File: src/rtl/sram_port_arbiter.sv
// Shares one asynchronous SRAM port between a high-priority scanout reader and a
// buffered pixel writer, sequencing write strobes, bus turnaround and starvation relief.
module sram_port_arbiter #(
   parameter int ADDR_W       = 19,
   parameter int DATA_W       = 8,
   parameter int WR_DEPTH     = 4,
   parameter int WE_CYCLES    = 1,
   parameter int STARVE_LIMIT = 16
) (
   input  logic                      MainClk,
   input  logic                      Reset,
   input  logic                      RdReq,
   input  logic [ADDR_W-1:0]         RdAddr,
   output logic                      RdAck,
   output logic [DATA_W-1:0]         RdData,
   output logic                      RdValid,
   input  logic                      WrReq,
   input  logic [ADDR_W-1:0]         WrAddr,
   input  logic [DATA_W-1:0]         WrData,
   output logic                      WrReady,
   output logic [$clog2(WR_DEPTH):0] BufLevel,
   output logic [ADDR_W-1:0]         MemAddr,
   output logic [DATA_W-1:0]         MemDataOut,
   input  logic [DATA_W-1:0]         MemDataIn,
   output logic                      MemDataOE,
   output logic                      MemWE,
   output logic                      MemOE
);
   localparam int PTR_W = $clog2(WR_DEPTH);
   localparam int LVL_W = PTR_W + 1;
   localparam int STV_W = $clog2(STARVE_LIMIT + 1);
   localparam int PC_W  = (WE_CYCLES > 1) ? $clog2(WE_CYCLES) : 1;

   typedef enum logic [2:0] {
      ST_IDLE, ST_READ, ST_TURN, ST_WR_SETUP, ST_WR_PULSE, ST_WR_HOLD
   } state_t;

   state_t             state_q;
   logic [ADDR_W-1:0]  fifo_addr_q [WR_DEPTH];
   logic [DATA_W-1:0]  fifo_data_q [WR_DEPTH];
   logic [PTR_W-1:0]   wr_ptr_q;
   logic [PTR_W-1:0]   rd_ptr_q;
   logic [LVL_W-1:0]   level_q;
   logic [LVL_W-1:0]   level_d;
   logic               wr_ready_q;
   logic [ADDR_W-1:0]  wr_addr_q;
   logic [DATA_W-1:0]  wr_data_q;
   logic [STV_W-1:0]   starve_q;
   logic [STV_W-1:0]   starve_d;
   logic [PC_W-1:0]    pulse_cnt_q;
   logic               rd_ack_q;
   logic               rd_valid_q;
   logic [DATA_W-1:0]  rd_data_q;
   logic               mem_oe_n_q;
   logic               mem_we_n_q;
   logic               data_oe_q;

   logic               push;
   logic               pop;
   logic               buf_ne;
   logic               force_wr;
   logic               arb_point;
   logic               want_rd;
   logic               want_wr;
   logic               wr_phase;

   // Arbitration happens in IDLE, READ and WR_HOLD; TURN only finishes a read already chosen.
   always_comb begin
      buf_ne    = (level_q != '0);
      force_wr  = (starve_q == STV_W'(STARVE_LIMIT)) && buf_ne;
      arb_point = (state_q == ST_IDLE) || (state_q == ST_READ) || (state_q == ST_WR_HOLD);
      want_rd   = 1'b0;
      if (arb_point) begin
         want_rd = RdReq && !force_wr;
      end else if (state_q == ST_TURN) begin
         want_rd = RdReq;
      end
      want_wr = (arb_point || (state_q == ST_TURN)) && !want_rd && buf_ne;
      push    = WrReq && wr_ready_q;
      pop     = want_wr;
      level_d = level_q + LVL_W'(push) - LVL_W'(pop);

      starve_d = starve_q;
      if (!buf_ne || want_wr) begin
         starve_d = '0;
      end else if (want_rd && (state_q != ST_WR_HOLD) &&
                   (starve_q != STV_W'(STARVE_LIMIT))) begin
         starve_d = starve_q + STV_W'(1);
      end
   end

   // Write buffer storage: no reset so it maps onto RAM; the popped entry is read registered.
   always_ff @(posedge MainClk) begin
      if (push) begin
         fifo_addr_q[wr_ptr_q] <= WrAddr;
         fifo_data_q[wr_ptr_q] <= WrData;
      end
      if (pop) begin
         wr_addr_q <= fifo_addr_q[rd_ptr_q];
         wr_data_q <= fifo_data_q[rd_ptr_q];
      end
   end

   always_ff @(posedge MainClk) begin
      if (Reset) begin
         wr_ptr_q   <= '0;
         rd_ptr_q   <= '0;
         level_q    <= '0;
         wr_ready_q <= 1'b1;
         starve_q   <= '0;
      end else begin
         if (push) begin
            wr_ptr_q <= wr_ptr_q + PTR_W'(1);
         end
         if (pop) begin
            rd_ptr_q <= rd_ptr_q + PTR_W'(1);
         end
         level_q    <= level_d;
         wr_ready_q <= (level_d != LVL_W'(WR_DEPTH));
         starve_q   <= starve_d;
      end
   end

   // Outputs are registered as the strobes for the state being entered.
   always_ff @(posedge MainClk) begin
      if (Reset) begin
         state_q     <= ST_IDLE;
         rd_ack_q    <= 1'b0;
         rd_valid_q  <= 1'b0;
         rd_data_q   <= '0;
         mem_oe_n_q  <= 1'b1;
         mem_we_n_q  <= 1'b1;
         data_oe_q   <= 1'b0;
         pulse_cnt_q <= '0;
      end else begin
         rd_ack_q   <= 1'b0;
         mem_oe_n_q <= 1'b1;
         mem_we_n_q <= 1'b1;
         data_oe_q  <= 1'b0;
         rd_valid_q <= rd_ack_q;
         if (rd_ack_q) begin
            rd_data_q <= MemDataIn;
         end
         case (state_q)
            ST_WR_SETUP: begin
               state_q     <= ST_WR_PULSE;
               data_oe_q   <= 1'b1;
               mem_we_n_q  <= 1'b0;
               pulse_cnt_q <= PC_W'(WE_CYCLES - 1);
            end
            ST_WR_PULSE: begin
               data_oe_q <= 1'b1;
               if (pulse_cnt_q == '0) begin
                  state_q <= ST_WR_HOLD;
               end else begin
                  pulse_cnt_q <= pulse_cnt_q - PC_W'(1);
                  mem_we_n_q  <= 1'b0;
               end
            end
            default: begin
               if (want_rd && (state_q != ST_WR_HOLD)) begin
                  state_q    <= ST_READ;
                  rd_ack_q   <= 1'b1;
                  mem_oe_n_q <= 1'b0;
               end else if (want_rd) begin
                  state_q <= ST_TURN;
               end else if (want_wr) begin
                  state_q   <= ST_WR_SETUP;
                  data_oe_q <= 1'b1;
               end else begin
                  state_q <= ST_IDLE;
               end
            end
         endcase
      end
   end

   assign wr_phase = (state_q == ST_WR_SETUP) || (state_q == ST_WR_PULSE) ||
                     (state_q == ST_WR_HOLD);

   // The read address is taken live in the RdAck cycle so a registered requestor
   // can advance it every clock.
   assign MemAddr    = (state_q == ST_READ) ? RdAddr : (wr_phase ? wr_addr_q : '0);
   assign MemDataOut = wr_phase ? wr_data_q : '0;
   assign MemDataOE  = data_oe_q;
   assign MemWE      = mem_we_n_q;
   assign MemOE      = mem_oe_n_q;
   assign RdAck      = rd_ack_q;
   assign RdValid    = rd_valid_q;
   assign RdData     = rd_data_q;
   assign WrReady    = wr_ready_q;
   assign BufLevel   = level_q;

endmodule

File: config.mk
export PLATFORM = sky130hd
export DESIGN_NAME = sram_port_arbiter
export DESIGN_NICKNAME = d
export VERILOG_FILES = /design/src/rtl/sram_port_arbiter.sv
export SDC_FILE = /design/constraint.sdc
export NUM_CORES = 1
export LEC_CHECK = 0
export BUFFER_PORTS_ARGS = -buffer_cell sky130_fd_sc_hd__buf_2
export CORE_MARGIN = 1.5
export CORE_UTILIZATION = 50
export DETAILED_ROUTE_END_ITERATION = 8
export GPL_TIMING_DRIVEN = 0
export PLACE_DENSITY = 0.81
export SLEW_MARGIN = 20
export SYNTH_ARGS = -nofsm -noshare
export SYNTH_HDL_FRONTEND = slang
export SYNTH_SLANG_ARGS = --single-unit
File: constraint.sdc
create_clock -name MainClk -period 3.8 [get_ports MainClk]
set_clock_uncertainty 0.15 [all_clocks]
set_input_delay 0.19 -clock MainClk [delete_from_list [all_inputs] [get_ports MainClk]]
set_output_delay 0.19 -clock MainClk [all_outputs]
set_load 0.05 [all_outputs]
# After elaboration in Yosys (flattened, before gate mapping)

Memory sizes are Yosys's and may differ from the RTL's. A register that Yosys moved wholly into a read port is not among the register bits.
Index checks and enable logic that the tools add are counted.
Widths: inputs -> output; s select.

Flip-flop bits (word level): 30
Memory bits (writable): 108
Bits of input ports: 58
Output and inout port bits: 44
Memories kept: 2

Memory list:

| name        | depth | bits a word | read ports | clocked after memory_dff | wr ports | line | text |
|---|---|---|---|---|---|---|---|
| fifo_addr_q | 4     | 19          | 1          | 1                        | 1        | 39   | `logic [ADDR_W-1:0] fifo_addr_q [WR_DEPTH];` |
| fifo_data_q | 4     | 8           | 1          | 1                        | 1        | 40   | `logic [DATA_W-1:0] fifo_data_q [WR_DEPTH];` |

$add $sub $neg: 6
Eq/ne operators: 10
Muxes and demuxes: 22
Reduce and logical (&&, ||, !) cells: 22

Operators with widths:

| kind                | number |
|---|---|
| $mux 19             | 2 |
| $mux 1              | 12 |
| $mux 8              | 1 |
| $logic_and 1x1->1   | 7 |
| $eq 3x2->1 const B  | 2 |
| $eq 3x3->1 const B  | 2 |
| $logic_or 1x1->1    | 6 |
| $mux 2              | 3 |
| $ne 3x3->1 const B  | 2 |
| $pmux 3 s2          | 1 |
| $add 5x1->5 const B | 1 |
| $eq 5x5->1 const B  | 1 |
| $ne 5x5->1 const B  | 1 |
| $add 2x1->2 const B | 2 |
| $pmux 1 s2          | 2 |
| $reduce_or 2->1     | 2 |
| $add 3x1->3         | 1 |
| $eq 3x1->1 const B  | 1 |
| $logic_not 1->1     | 3 |
| $logic_not 3->1     | 1 |
| $mux 3              | 1 |
| $reduce_bool 3->1   | 1 |
| $reduce_or 3->1     | 1 |
| $sub 3x1->3         | 1 |
| other kinds (3)     | 3 |

# Logic depth before layout (Yosys ltp)

Gate-level depths: netlist of run 1.

Depth in word-level cells: 12
Depth in mapped cells: 14

# Least setup slack after synthesis of run 1

Ideal clock, no wire load.

Path kind: register to register
Start: register level_q[1], in the netlist BufLevel[1]
End: register wr_ready_q, in the netlist WrReady
Library setup time: 0.124 ns
Arrival: 3.828 ns
Data required time: 3.526 ns
Slack: -0.303 ns
Cell stages (with the launch flop): 13
Buffers on the path: 0
Clock period less this slack: 4.103 ns
Path through: dfxtp_1 -> or3_1 -> o21ai_2 -> nor2_1 -> ha_1 -> inv_1 -> ha_1 -> inv_1 -> fa_1 -> xor2_1 -> and2_1 -> nor3_1 -> nand3b_1

Cells in the longest elaborated chain, start to end: 10
Elaborated cells between the ends (all ways): 11

RTL lines:

| item                     | line | text |
|---|---|---|
| start: declaration       | 43   | `logic [LVL_W-1:0] level_q;` |
| start signal: assignment | 118  | `level_q <= level_d;` |
| $reduce_bool 3->1 (*)    | 69   | `buf_ne = (level_q != '0);` |
| $logic_and 1x1->1        | 70   | `force_wr = (starve_q == STV_W'(STARVE_LIMIT)) && buf_ne;` |
| $logic_not 1->1          | 74   | `want_rd = RdReq && !force_wr;` |
| $logic_and 1x1->1        | 74   |  |
| $mux 1                   | 73   | `if (arb_point) begin` |
| $logic_not 1->1          | 78   | `want_wr = (arb_point \|\| (state_q == ST_TURN)) && !want_rd && buf_ne;` |
| $logic_and 1x1->1        | 78   |  |
| $logic_and 1x1->1 (*)    | 78   |  |
| net pop                  | 59   | `logic pop;` |
| $sub 3x1->3 (*)          | 81   | `level_d = level_q + LVL_W'(push) - LVL_W'(pop);` |
| $ne 3x3->1 (*)           | 119  | `wr_ready_q <= (level_d != LVL_W'(WR_DEPTH));` |
| end signal: assignment   | 119  |  |
| end: declaration         | 45   | `logic wr_ready_q;` |

The timed path passes the listed nets; every way through them passes the cells marked *.
A chain may end at the register's enable or synchronous reset.

# Worst setup path after layout of run 1

Start: register starve_q[0]
End: register wr_ready_q, in the netlist WrReady

Cells in the longest elaborated chain, start to end: 10

RTL lines:

| item                           | line | text |
|---|---|---|
| start: declaration             | 48   | `logic [STV_W-1:0] starve_q;` |
| start signal: assignment       | 120  | `starve_q <= starve_d;` |
| $eq 5x5->1                     | 70   |  |
| $logic_and 1x1->1              | 70   |  |
| $logic_not 1->1                | 74   |  |
| $logic_and 1x1->1              | 74   |  |
| $mux 1                         | 73   |  |
| $logic_not 1->1                | 78   |  |
| $logic_and 1x1->1 (2 in a row) | 78   |  |
| net pop                        | 59   |  |
| $sub 3x1->3                    | 81   |  |
| $ne 3x3->1                     | 119  |  |

The timed path passes the listed nets, and every way through them passes these cells.

==> qor.yml, run 1 <==
power_and_ir_drop:
  pwr-share-clk_pct: 31.1
  p_sw_share_pct: 31.1
  seq_power_share_pct: 43.1
  p_switching_w: 0.00176
  peakVddDrop_mv: 0.473
  p_leak_nw: 3.05
  p_per_area_mw_per_mm2: 695
  power.internal_w: 0.00390
  combinationalPowerShare_pct: 25.9
yosys:
  ys_seq_elements: 164
  synth.mux.area_fraction_pct: 11.1
  dominantRegCellSynth: "edfxtp_1"
  synthAdderAreaFrac_pct: 1.91
  yosysWarnings: 0
  synth_fp_nets: 405
  seq_area_frac_synth_pct: 73.7
  async_flop_share_pct: 0
  synth-simple-area-share_pct: 6.15
  syn-cell-area_mm2: 0.00629
  ys_types: 41
  synth_top_family_by_area: "multiplexers"
  avgSynthCellArea_um2: 18.6
  netlist_instances: 338
  synth_edf_count: 135
  synth_xor_area_share_pct: 0.836
  synth_compound_area_share_pct: 4.64
worst_setup_path:
  end_kind: "register"
  crit_chain: "inv_1 -> ha_1 -> and4bb_1 -> o21ai_2 -> nor2_4 -> ha_1 -> inv_1 -> ha_1 -> inv_1 -> fa_1 -> xor2_1 -> and2_1 -> nor3_1 -> nand3b_1"
  startpoint_type: "register"
  critPathMaxStageDelay_ns: 0.47
  crit_fanout: 14
  arrival_ns: 3.51
  critical_path_class: "reg -> reg"
  cp.required_ns: 3.95
  slowest_stage: "nor2_4"
die:
  pin_count: 102
  die_w_um: 115
  die-height_um: 115
  die_area_mm2: 0.0133
  core_mm2: 0.0122
  initial_core_util_pct: 51.7
  rows: 40
grt:
  grt_pass1_wl_mm: 20.5
  grt_max_degree: 18
  grt.overflow.total: 0
  antenna_found_initial: 0
  track_usage_pct: 21.6
  grt_pass1_vias: 3798
clock_tree:
  max-clock-path-buffers: 2
  clock_latency_ns: 0.42
  clk_pin_slew_ns: 0.06
  cts_tree: "yes"
  h-tree-depth: 4
  cts_resized: 0
  numCtsBuffers: 17
  clock_sinks: 164
  cts_root_buf: "clkbuf_16"
timing:
  layout_setup_ws_ns: 0.443
  finalCriticalPeriod_ns: 3.36
  setup_viol: 0
  tns_ns: 0
  timing.final.max_slew_violations: 0
  fmax_mhz: 298
  finalHoldViolCount: 0
  rsz0062_at_grt: "false"
  max-slew-margin-rel_pct: 52.1
  period_share_pct: 88.3
  whs_ns: 0.335
  tightest_slew_ns: 0.718
drt:
  ant_nets: 0
  viasPerCell: 5.32
  first_iter_violations: 157
  drc: 0
  first_pass_iters: 4
  wl_per_cell_um: 19.6
  postRouteWirelength_mm: 13.4
  vias: 3630
placed_design:
  placed_cell_area_mm2: 0.00715
  numPortBuffers: 101
  place_ws_ns: 0.423
  dpl.hpwl_mm: 8.47
  globalplace.congestion: 0.830
final_layout:
  syn_to_final_growth_pct: 29.5
  antenna_cells: 0
  layout-drive-gt1-share_pct: 36.6
  final_nets: 568
  final_cell_mix: "edfxtp_1, buf_2, dlygate4sd3_1, dfxtp_1, mux4_2"
  layout_commonest_cell: "edfxtp_1"
  design_area_mm2: 0.00814
  fill_cells: 805
min_path:
  hp-class: "reg -> reg"
job:
  maxCapViolCount: 0
outcome:
  status: "finished, final reports clean"
[power by group through the flow]
stage / Combinational [W] / Clock, W / Sequential [W]
global placement: 0.00130 / 0 / 0.00246
finish: 0.00146 / 0.00176 / 0.00244
floorplan: 0.000885 / 0 / 0.00255
CTS: 0.00148 / 0.00177 / 0.00244
global route: 0.00156 / 0.00184 / 0.00246
detailed placement: 0.00144 / 0 / 0.00247
[cells by family (layout without fill, tap and decap cells)]
| group | Yosys count | after routing |
|---|---|---|
| flip-flops | 164 | 164 |
| AND/OR/NAND/NOR | 63 | 63 |
| AO/OA/AOI/OAI | 36 | 36 |
| multiplexers | 36 | 36 |
| buffers and inverters | 24 | 200 |
| adder cells (fa/ha/maj) | 9 | 9 |
| XOR/XNOR | 6 | 6 |
[per-layer routing]
layer / track usage [%] / vias up / part of all wire (%)
met5: 0 / - / 0
met2: 37.3 / 134 / 52
li1: - / 1670 / -
met4: 8.31 / 0 / 1.6
met1: 27.1 / 1807 / 41
met3: 4.59 / 19 / 4.9
[cells in the mapped netlist (5+ instances only)]
master      n  area, µm²
or3_1       5       31.3
ha_1        8        100
and2_1     11       68.8
buf_2      11       55.1
edfxtp_1  135       4050
mux4_2     27        608
a22o_1     19        166
nor2_1     18       67.6
dfxtp_1    29        581
inv_1       9       33.8
o21ai_0     5       25.0
mux2i_1     9       90.1
nand2_1     5       18.8
[critical path, delay by kind of cell (launching register included)]
kind | cells | cell delay, ns
adder cells (fa/ha/maj) | 4 | 1.07
AND/OR/NAND/NOR | 5 | 1.20
AO/OA/AOI/OAI | 1 | 0.12
XOR/XNOR | 1 | 0.17
buffers and inverters | 3 | 0.19
flip-flops | 1 | 0.32
[cell type report]
class                   count  area (µm²)  area share [%]
well taps                 168         210            2.58
repair buffers            144        1020            12.6
inverters                  10        37.5           0.461
multi-input cells         150        1560            19.2
clock inverters            14         176            2.17
plain buffers              14        66.3           0.815
flip-flops and latches    164        4630            56.9
clock buffers              18         429            5.27
[path summary, 6_finish.rpt]
path / startpoint / end / slack, ns / cells past startpoint
worst min-delay path: RdData[5]$_SDFFE_PP0P_ / RdData[5]$_SDFFE_PP0P_ / 0.34 / 2
worst max register to register: starve_q[0]$_SDFFE_PP0P_ / WrReady$_SDFF_PP1_ / 0.44 / 14
worst min register to register: RdData[5]$_SDFFE_PP0P_ / RdData[5]$_SDFFE_PP0P_ / 0.34 / 2
worst max-delay path: starve_q[0]$_SDFFE_PP0P_ / WrReady$_SDFF_PP1_ / 0.44 / 14
[through the flow]
stage | instances | utilization [%] | total power, W
6_report | 682 | 66.9 | 0.00566
5_1_grt | 682 | 66.9 | 0.00586
4_1_cts | 682 | 66.9 | 0.00569
3_5_place_dp | 612 | 58.8 | 0.00391
3_3_place_gp | 607 | 57.6 | 0.00376
2_1_floorplan | 338 | - | 0.00343
[sequential cells by signal (all words and copies together), names as in the netlist]
signal,count
starve_q,5
RdData,8
MemDataOE,1
MemWE,1
RdAck,1
rd_ptr_q,2
fifo_data_q,32
wr_addr_q,19
WrReady,1
state_q,3
RdValid,1
wr_data_q,8
fifo_addr_q,76
BufLevel,3
MemOE,1
wr_ptr_q,2
[repair_timing]
| item | in CTS | in global routing |
|---|---|---|
| hold buffers | 38 | 0 |
| setup buffers | 0 | 0 |
| endpoints found under the hold margin | 122 | 0 |
No activity file was read; power rests on OpenSTA's default activity.
==> run 2, diff against run 1 <==
CORE_UTILIZATION = 53   (was 50)
CTS_BUF_LIST = sky130_fd_sc_hd__clkbuf_4   (was unset)
PLACE_DENSITY = 0.85   (was 0.81)
==> qor.yml, run 2 (synthesized netlist as in run 1, its figures left out) <==
placed_design:
  place_inst: 587  # -4.1%
  numPortBuffers: 101  # unchanged
  globalplace.congestion: 0.805  # -3.1%
  place_ws_ns: 0.455  # +0.0313 ns
  dpl.hpwl_mm: 8.28  # -2.3%
min_path:
  hp-class: "in -> reg"
  hold_depth: 2  # unchanged
worst_setup_path:
  arrival_ns: 3.71  # +0.20 ns
  cp.required_ns: 4.08  # +0.13 ns
  end_kind: "register"
  crit_fanout: 14  # unchanged
  critical_path_class: "reg -> reg"
  startpoint_type: "register"
  r2r_cells: 14  # unchanged
timing:
  period_share_pct: 90.3  # +2.0 points
  rsz0062_at_grt: "false"
  fmax_mhz: 291  # -2.2%
  timing.final.max_slew_violations: 0  # unchanged
  finalHoldViolCount: 0  # unchanged
  layout_setup_ws_ns: 0.369  # -0.0743 ns
  setup_viol: 0  # unchanged
  tightest_slew_ns: 0.595  # -0.123 ns
  finalCriticalPeriod_ns: 3.43  # +0.0743 ns
  max-slew-margin-rel_pct: 60.4  # +8.2 points
grt:
  antenna_found_initial: 0  # unchanged
  grt.overflow.total: 0  # unchanged
  grt_max_degree: 17  # -1
  grt_pass1_wl_mm: 19.3  # -5.8%
  track_usage_pct: 20.9  # -0.74 points
  grt_pass1_vias: 3782  # -0.42%
power_and_ir_drop:
  pwr-share-clk_pct: 20.0  # -11 points
  seq_power_share_pct: 50.0  # +6.9 points
  p_switching_w: 0.00161  # -8.6%
  p_leak_nw: 2.91  # -4.7%
  combinationalPowerShare_pct: 30.0  # +4.1 points
  power.internal_w: 0.00326  # -16%
  p_per_area_mw_per_mm2: 624  # -10%
  peakVddDrop_mv: 0.283  # -40%
  p_sw_share_pct: 33.0  # +2.0 points
final_layout:
  syn_to_final_growth_pct: 23.9
  multi_input_area_mm2: 0.00156  # unchanged
  fin_cells: 658  # -3.5%
  final_nets: 569  # +0.18%
  reg_top3: "fifo_addr_q: 76 flops, fifo_data_q: 32 flops, wr_addr_q: 19 flops"
  final_cell_mix: "edfxtp_1, buf_2, dlygate4sd3_1, dfxtp_1, mux4_2"
  layout_commonest_cell: "edfxtp_1"
  regMostFlops: "fifo_addr_q"
  post-route-util_pct: 67.6  # +0.71 points
  antenna_cells: 0  # unchanged
  largest_reg_flops: 76  # unchanged
  regArea_mm2: 0.00463  # unchanged
  layout-drive-gt1-share_pct: 36.5  # -0.071 points
  fill_cells: 769  # -4.5%
die:
  pin_count: 102  # unchanged
  die_area_mm2: 0.0125  # -5.5%
  die-height_um: 112  # -2.8%
  core_mm2: 0.0115  # -5.3%
  rows: 39  # -2.5%
  die_w_um: 112  # -2.8%
  initial_core_util_pct: 54.6  # +2.9 points
clock_tree:
  h-tree-depth: 4  # unchanged
  cts_root_buf: "clkbuf_4"
  post_cts_buffers: 0  # unchanged
  clock_latency_ns: 0.54  # +0.12 ns
  clk_pin_slew_ns: 0.13  # +0.07 ns
  clock_sinks: 164  # unchanged
  max-clock-path-buffers: 2  # unchanged
  numCtsBuffers: 17  # unchanged
  ctsHoldBuffers: 39  # +2.6%
  cts_tree: "yes"
  cts_resized: 0  # unchanged
drt:
  postRouteWirelength_mm: 12.5  # -6.8%
  viasPerCell: 5.53  # +4.0%
  drc: 18  # +18
  wl_per_cell_um: 19.0  # -3.4%
  first_iter_violations: 247  # +57%
  first_pass_iters: 7  # +3
  vias: 3642  # +0.33%
  ant_nets: 0  # unchanged
job:
  maxCapViolCount: 0  # unchanged
outcome:
  violations: "design-rule violations"
  status: "finished with violations"
[run 2: power by group through the flow]
stage,registers (W),logic [W],clock network [W]
after detailed placement,0.00247,0.00143,0
after global placement,0.00246,0.00129,0
after global routing,0.00245,0.00155,0.00108
after CTS,0.00243,0.00147,0.000998
after floorplan,0.00255,0.000885,0
final,0.00243,0.00146,0.000973
[run 2: cell type report]
cell class | count | area share (%)
inverters | 10 | 0.482
clock buffers | 19 | 1.83
clock inverters | 13 | 1.72
well taps | 143 | 2.30
flip-flops and latches | 164 | 59.5
multi-input cells | 150 | 20.0
plain buffers | 14 | 0.851
repair buffers | 145 | 13.3
[run 2: path summary, 6_finish.rpt]
kind | start | to | slack, ns
hold reg to reg | RdData[7]$_SDFFE_PP0P_ | RdData[7]$_SDFFE_PP0P_ | 0.35
setup reg to reg | starve_q[0]$_SDFFE_PP0P_ | WrReady$_SDFF_PP1_ | 0.37
hold / removal | WrData[0] | fifo_data_q[2][0]$_DFFE_PP_ | 0.24
setup / recovery | starve_q[0]$_SDFFE_PP0P_ | WrReady$_SDFF_PP1_ | 0.37
[run 2: through the flow]
| stage | area, µm² | TNS, ns | hold slack, ns | power (W) |
|---|---|---|---|---|
| 3_3_place_gp | 6970 | -0.420 | 0.251 | 0.00374 |
| 4_1_cts | 7790 | 0 | 0.191 | 0.00490 |
| 5_1_grt | 7790 | 0 | 0.193 | 0.00508 |
| 6_report | 7790 | 0 | 0.238 | 0.00486 |
| 2_1_floorplan | 6290 | 0 | 0.139 | 0.00343 |
| 3_5_place_dp | 7120 | 0 | 0.256 | 0.00389 |
[run 2: worst max-delay path, cell delays in order (launching register included)]
cell	delay, ns
dfxtp_1	0.35
inv_1	0.10
ha_1	0.24
and4bb_1	0.26
o21ai_2	0.12
nor2_4	0.46
ha_1	0.34
inv_1	0.06
ha_1	0.14
inv_1	0.05
fa_1	0.37
xor2_1	0.22
nor2_1	0.09
nor3_1	0.26
nand3b_1	0.11
[run 2: per-layer routing]
metal  track usage [%]  wire, µm  vias up
met2              35.0      6560      124
met3              5.77       614       30
met5                 0         0        -
li1                  -         -     1675
met1              25.3      4960     1813
met4              10.0       344        0
==> run 3, diff against run 2 <==
--- a/config.mk
+++ b/config.mk
@@ -8,9 +8,9 @@
 export BUFFER_PORTS_ARGS = -buffer_cell sky130_fd_sc_hd__buf_2
 export CORE_MARGIN = 1.5
-export CORE_UTILIZATION = 53
+export CORE_UTILIZATION = 58
 export CTS_BUF_LIST = sky130_fd_sc_hd__clkbuf_4
 export DETAILED_ROUTE_END_ITERATION = 8
 export GPL_TIMING_DRIVEN = 0
-export PLACE_DENSITY = 0.85
+export PLACE_DENSITY = 0.88
 export SLEW_MARGIN = 20
 export SYNTH_ARGS = -nofsm -noshare
==> constraint.sdc (replaced) <==
create_clock -name MainClk -period 3.47 [get_ports MainClk]
set_clock_uncertainty 0.15 [all_clocks]
set_input_delay 0.347 -clock MainClk [delete_from_list [all_inputs] [get_ports MainClk]]
set_output_delay 0.347 -clock MainClk [all_outputs]
set_load 0.05 [all_outputs]
==> qor.yml, run 3 (synthesized netlist as in run 1, its figures left out) <==
die:
  pin_count: 102  # unchanged
  die-height_um: 107  # -4.3%
  rows: 37  # -5.1%
  core_mm2: 0.0104  # -9.6%
  die_area_mm2: 0.0115  # -8.4%
  die_w_um: 107  # -4.3%
  initial_core_util_pct: 60.4  # +5.8 points
outcome:
  status: "finished, final reports clean"
timing:
  tns_ns: 0  # unchanged
  timing.final.max_slew_violations: 0  # unchanged
  layout_setup_ws_ns: 0.246  # -0.122 ns
  rsz0062_at_grt: "false"
  period_share_pct: 92.9  # +2.6 points
  finalHoldViolCount: 0  # unchanged
  max-slew-margin-rel_pct: 44.3  # -16 points
  tightest_slew_ns: 0.834  # +0.240 ns
  finalCriticalPeriod_ns: 3.22  # -0.208 ns
  fmax_mhz: 310  # +6.4%
  setup_viol: 0  # unchanged
placed_design:
  place_inst: 576  # -1.9%
  dpl.hpwl_mm: 8.05  # -2.7%
  numPortBuffers: 101  # unchanged
  globalplace.congestion: 0.796  # -1.0%
  place_ws_ns: -0.195  # -0.650 ns
final_layout:
  layout-drive-gt1-share_pct: 37.0  # +0.51 points
  layout_commonest_cell: "edfxtp_1"
  final_cell_mix: "edfxtp_1, buf_2, dlygate4sd3_1, dfxtp_1, mux4_2"
  final_nets: 570  # +0.18%
  regMostFlops: "fifo_addr_q"
  post-route-util_pct: 74.0  # +6.4 points
  fin_cells: 653  # -0.76%
  reg_top3: "fifo_addr_q: 76 flops, fifo_data_q: 32 flops, wr_addr_q: 19 flops"
  largest_reg_flops: 76  # unchanged
  syn_to_final_growth_pct: 22.6
drt:
  viasPerCell: 5.63  # +1.8%
  first_iter_violations: 269  # +8.9%
  first_pass_iters: 4  # -3
  ant_nets: 0  # unchanged
  wl_per_cell_um: 19.9  # +5.0%
  drc: 0  # -18
  postRouteWirelength_mm: 13.0  # +4.2%
  vias: 3678  # +0.99%
grt:
  antenna_found_initial: 1  # +1
  grt_pass1_wl_mm: 20.1  # +4.2%
  track_usage_pct: 24.3  # +3.4 points
  grt_pass1_vias: 3897  # +3.0%
  grt_max_degree: 28  # +11
  grt.overflow.total: 0  # unchanged
worst_setup_path:
  end_kind: "register"
  crit_chain: "inv_1 -> ha_1 -> and4bb_1 -> o21ai_2 -> nor2_4 -> ha_1 -> inv_1 -> ha_1 -> inv_1 -> fa_1 -> xor2_1 -> and2_1 -> nor3_1 -> nand3b_1"
  path_depth: 14  # unchanged
  critPathLaunch: "starve_q[0]$_SDFFE_PP0P_"
  r2r_setup_slack_ns: 0.25  # -0.12 ns
  critPathMaxStageDelay_ns: 0.38  # -0.08 ns
  startpoint_type: "register"
  cp.required_ns: 3.75  # -0.33 ns
  r2r_start: "starve_q[0]$_SDFFE_PP0P_"
  r2r_end: "WrReady$_SDFF_PP1_"
  r2r_cells: 14  # unchanged
  crit_end: "WrReady$_SDFF_PP1_"
  crit_buf_inv: 3  # unchanged
  critical_path_class: "reg -> reg"
  crit_fanout: 7  # -7
  arrival_ns: 3.50  # -0.21 ns
  slowest_stage: "dfxtp_1"
  crit_family: "adder cells"
power_and_ir_drop:
  p_per_area_mw_per_mm2: 688  # +10%
  p_leak_nw: 2.89  # -0.41%
  peakVddDrop_mv: 0.404  # +43%
clock_tree:
  clock_sinks: 164  # unchanged
  max-clock-path-buffers: 2  # unchanged
  clk_pin_slew_ns: 0.14  # about the same
  h-tree-depth: 4  # unchanged
  numCtsBuffers: 17  # unchanged
  cts_resized: 0  # unchanged
  clock_latency_ns: 0.54  # about the same
  cts_tree: "yes"
  cts_root_buf: "clkbuf_4"
min_path:
  hold_depth: 2  # unchanged
  hp-class: "reg -> reg"
job:
  maxCapViolCount: 0  # unchanged
==> run 3: changes by cell type in the layout (fill, tap and decap cells not counted), sizes merged <==
cell and delta:
buf +1, clkbuf -1, inv +6, bufinv -1, clkinv -1, diode +1
clkinvlp -3, nor2 +1, dlygate4sd3 -1
==> run 3: cell type report <==
cell class / count / area (µm²)
timing repair buffer: 145 / 951
tap: 136 / 170
clock buffer: 18 / 135
sequential: 164 / 4630
fill: 621 / 2710
antenna: 1 / 2.50
inverter: 10 / 37.5
multi-input combinational: 151 / 1570
clock inverter: 14 / 143
buffer: 14 / 66.3
==> run 3: repair_timing <==
item / 4_1_cts / 5_1_grt
hold buffers: 38 / 0
setup endpoints to repair: 2 / 2
pin swaps: 1 / 1
hold endpoints to repair: 122 / 0
setup buffers: 0 / 5
cloned: 1 / 0
==> run 3: worst reg2reg max path, cell delays in order (launching register included) <==
cell	delay, ns
dfxtp_1	0.38
inv_1	0.07
ha_1	0.25
and4bb_1	0.25
o21ai_2	0.35
nor2_4	0.10
ha_1	0.28
inv_1	0.06
ha_1	0.13
inv_1	0.05
fa_1	0.37
xor2_1	0.17
and2_1	0.17
nor3_1	0.20
nand3b_1	0.13
==> run 3: stage by stage <==
stage | hold slack (ns) | total power (W) | cell area (µm²)
global route | 0.364 | 0.00552 | 7710
floorplan | 0.296 | 0.00376 | 6290
global placement | 0.318 | 0.00408 | 6970
detailed placement | 0.335 | 0.00418 | 7000
CTS | 0.355 | 0.00528 | 7670
finish | 0.369 | 0.00530 | 7710
==> run 3: worst min-delay path by stage <==
stage | from | endpoint | slack, ns
after floorplan | WrAddr[0] | fifo_addr_q[0][0]$_DFFE_PP_ | 0.30
after global placement | RdData[1]$_SDFFE_PP0P_ | RdData[1]$_SDFFE_PP0P_ | 0.32
after detailed placement | RdData[3]$_SDFFE_PP0P_ | RdData[3]$_SDFFE_PP0P_ | 0.34
after CTS | WrData[0] | fifo_data_q[3][0]$_DFFE_PP_ | 0.35
after global routing | WrData[7] | fifo_data_q[0][7]$_DFFE_PP_ | 0.36
final | RdData[4]$_SDFFE_PP0P_ | RdData[4]$_SDFFE_PP0P_ | 0.37
==> run 3: power breakdown <==
group          internal, W  leakage [nW]  switching (W)  total (W)
registers          0.00254          1.48       0.000124    0.00267
logic             0.000548          1.27        0.00100    0.00155
clock network     0.000386         0.150       0.000697    0.00108
==> run 3: routing by layer <==
layer  track usage (%)  vias up  wire length, µm
met5                 0        -                0
met1              28.6     1848             4920
met4              10.0        0              301
met3              4.98       23              686
li1                  -     1672                -
met2              43.3      135             7100
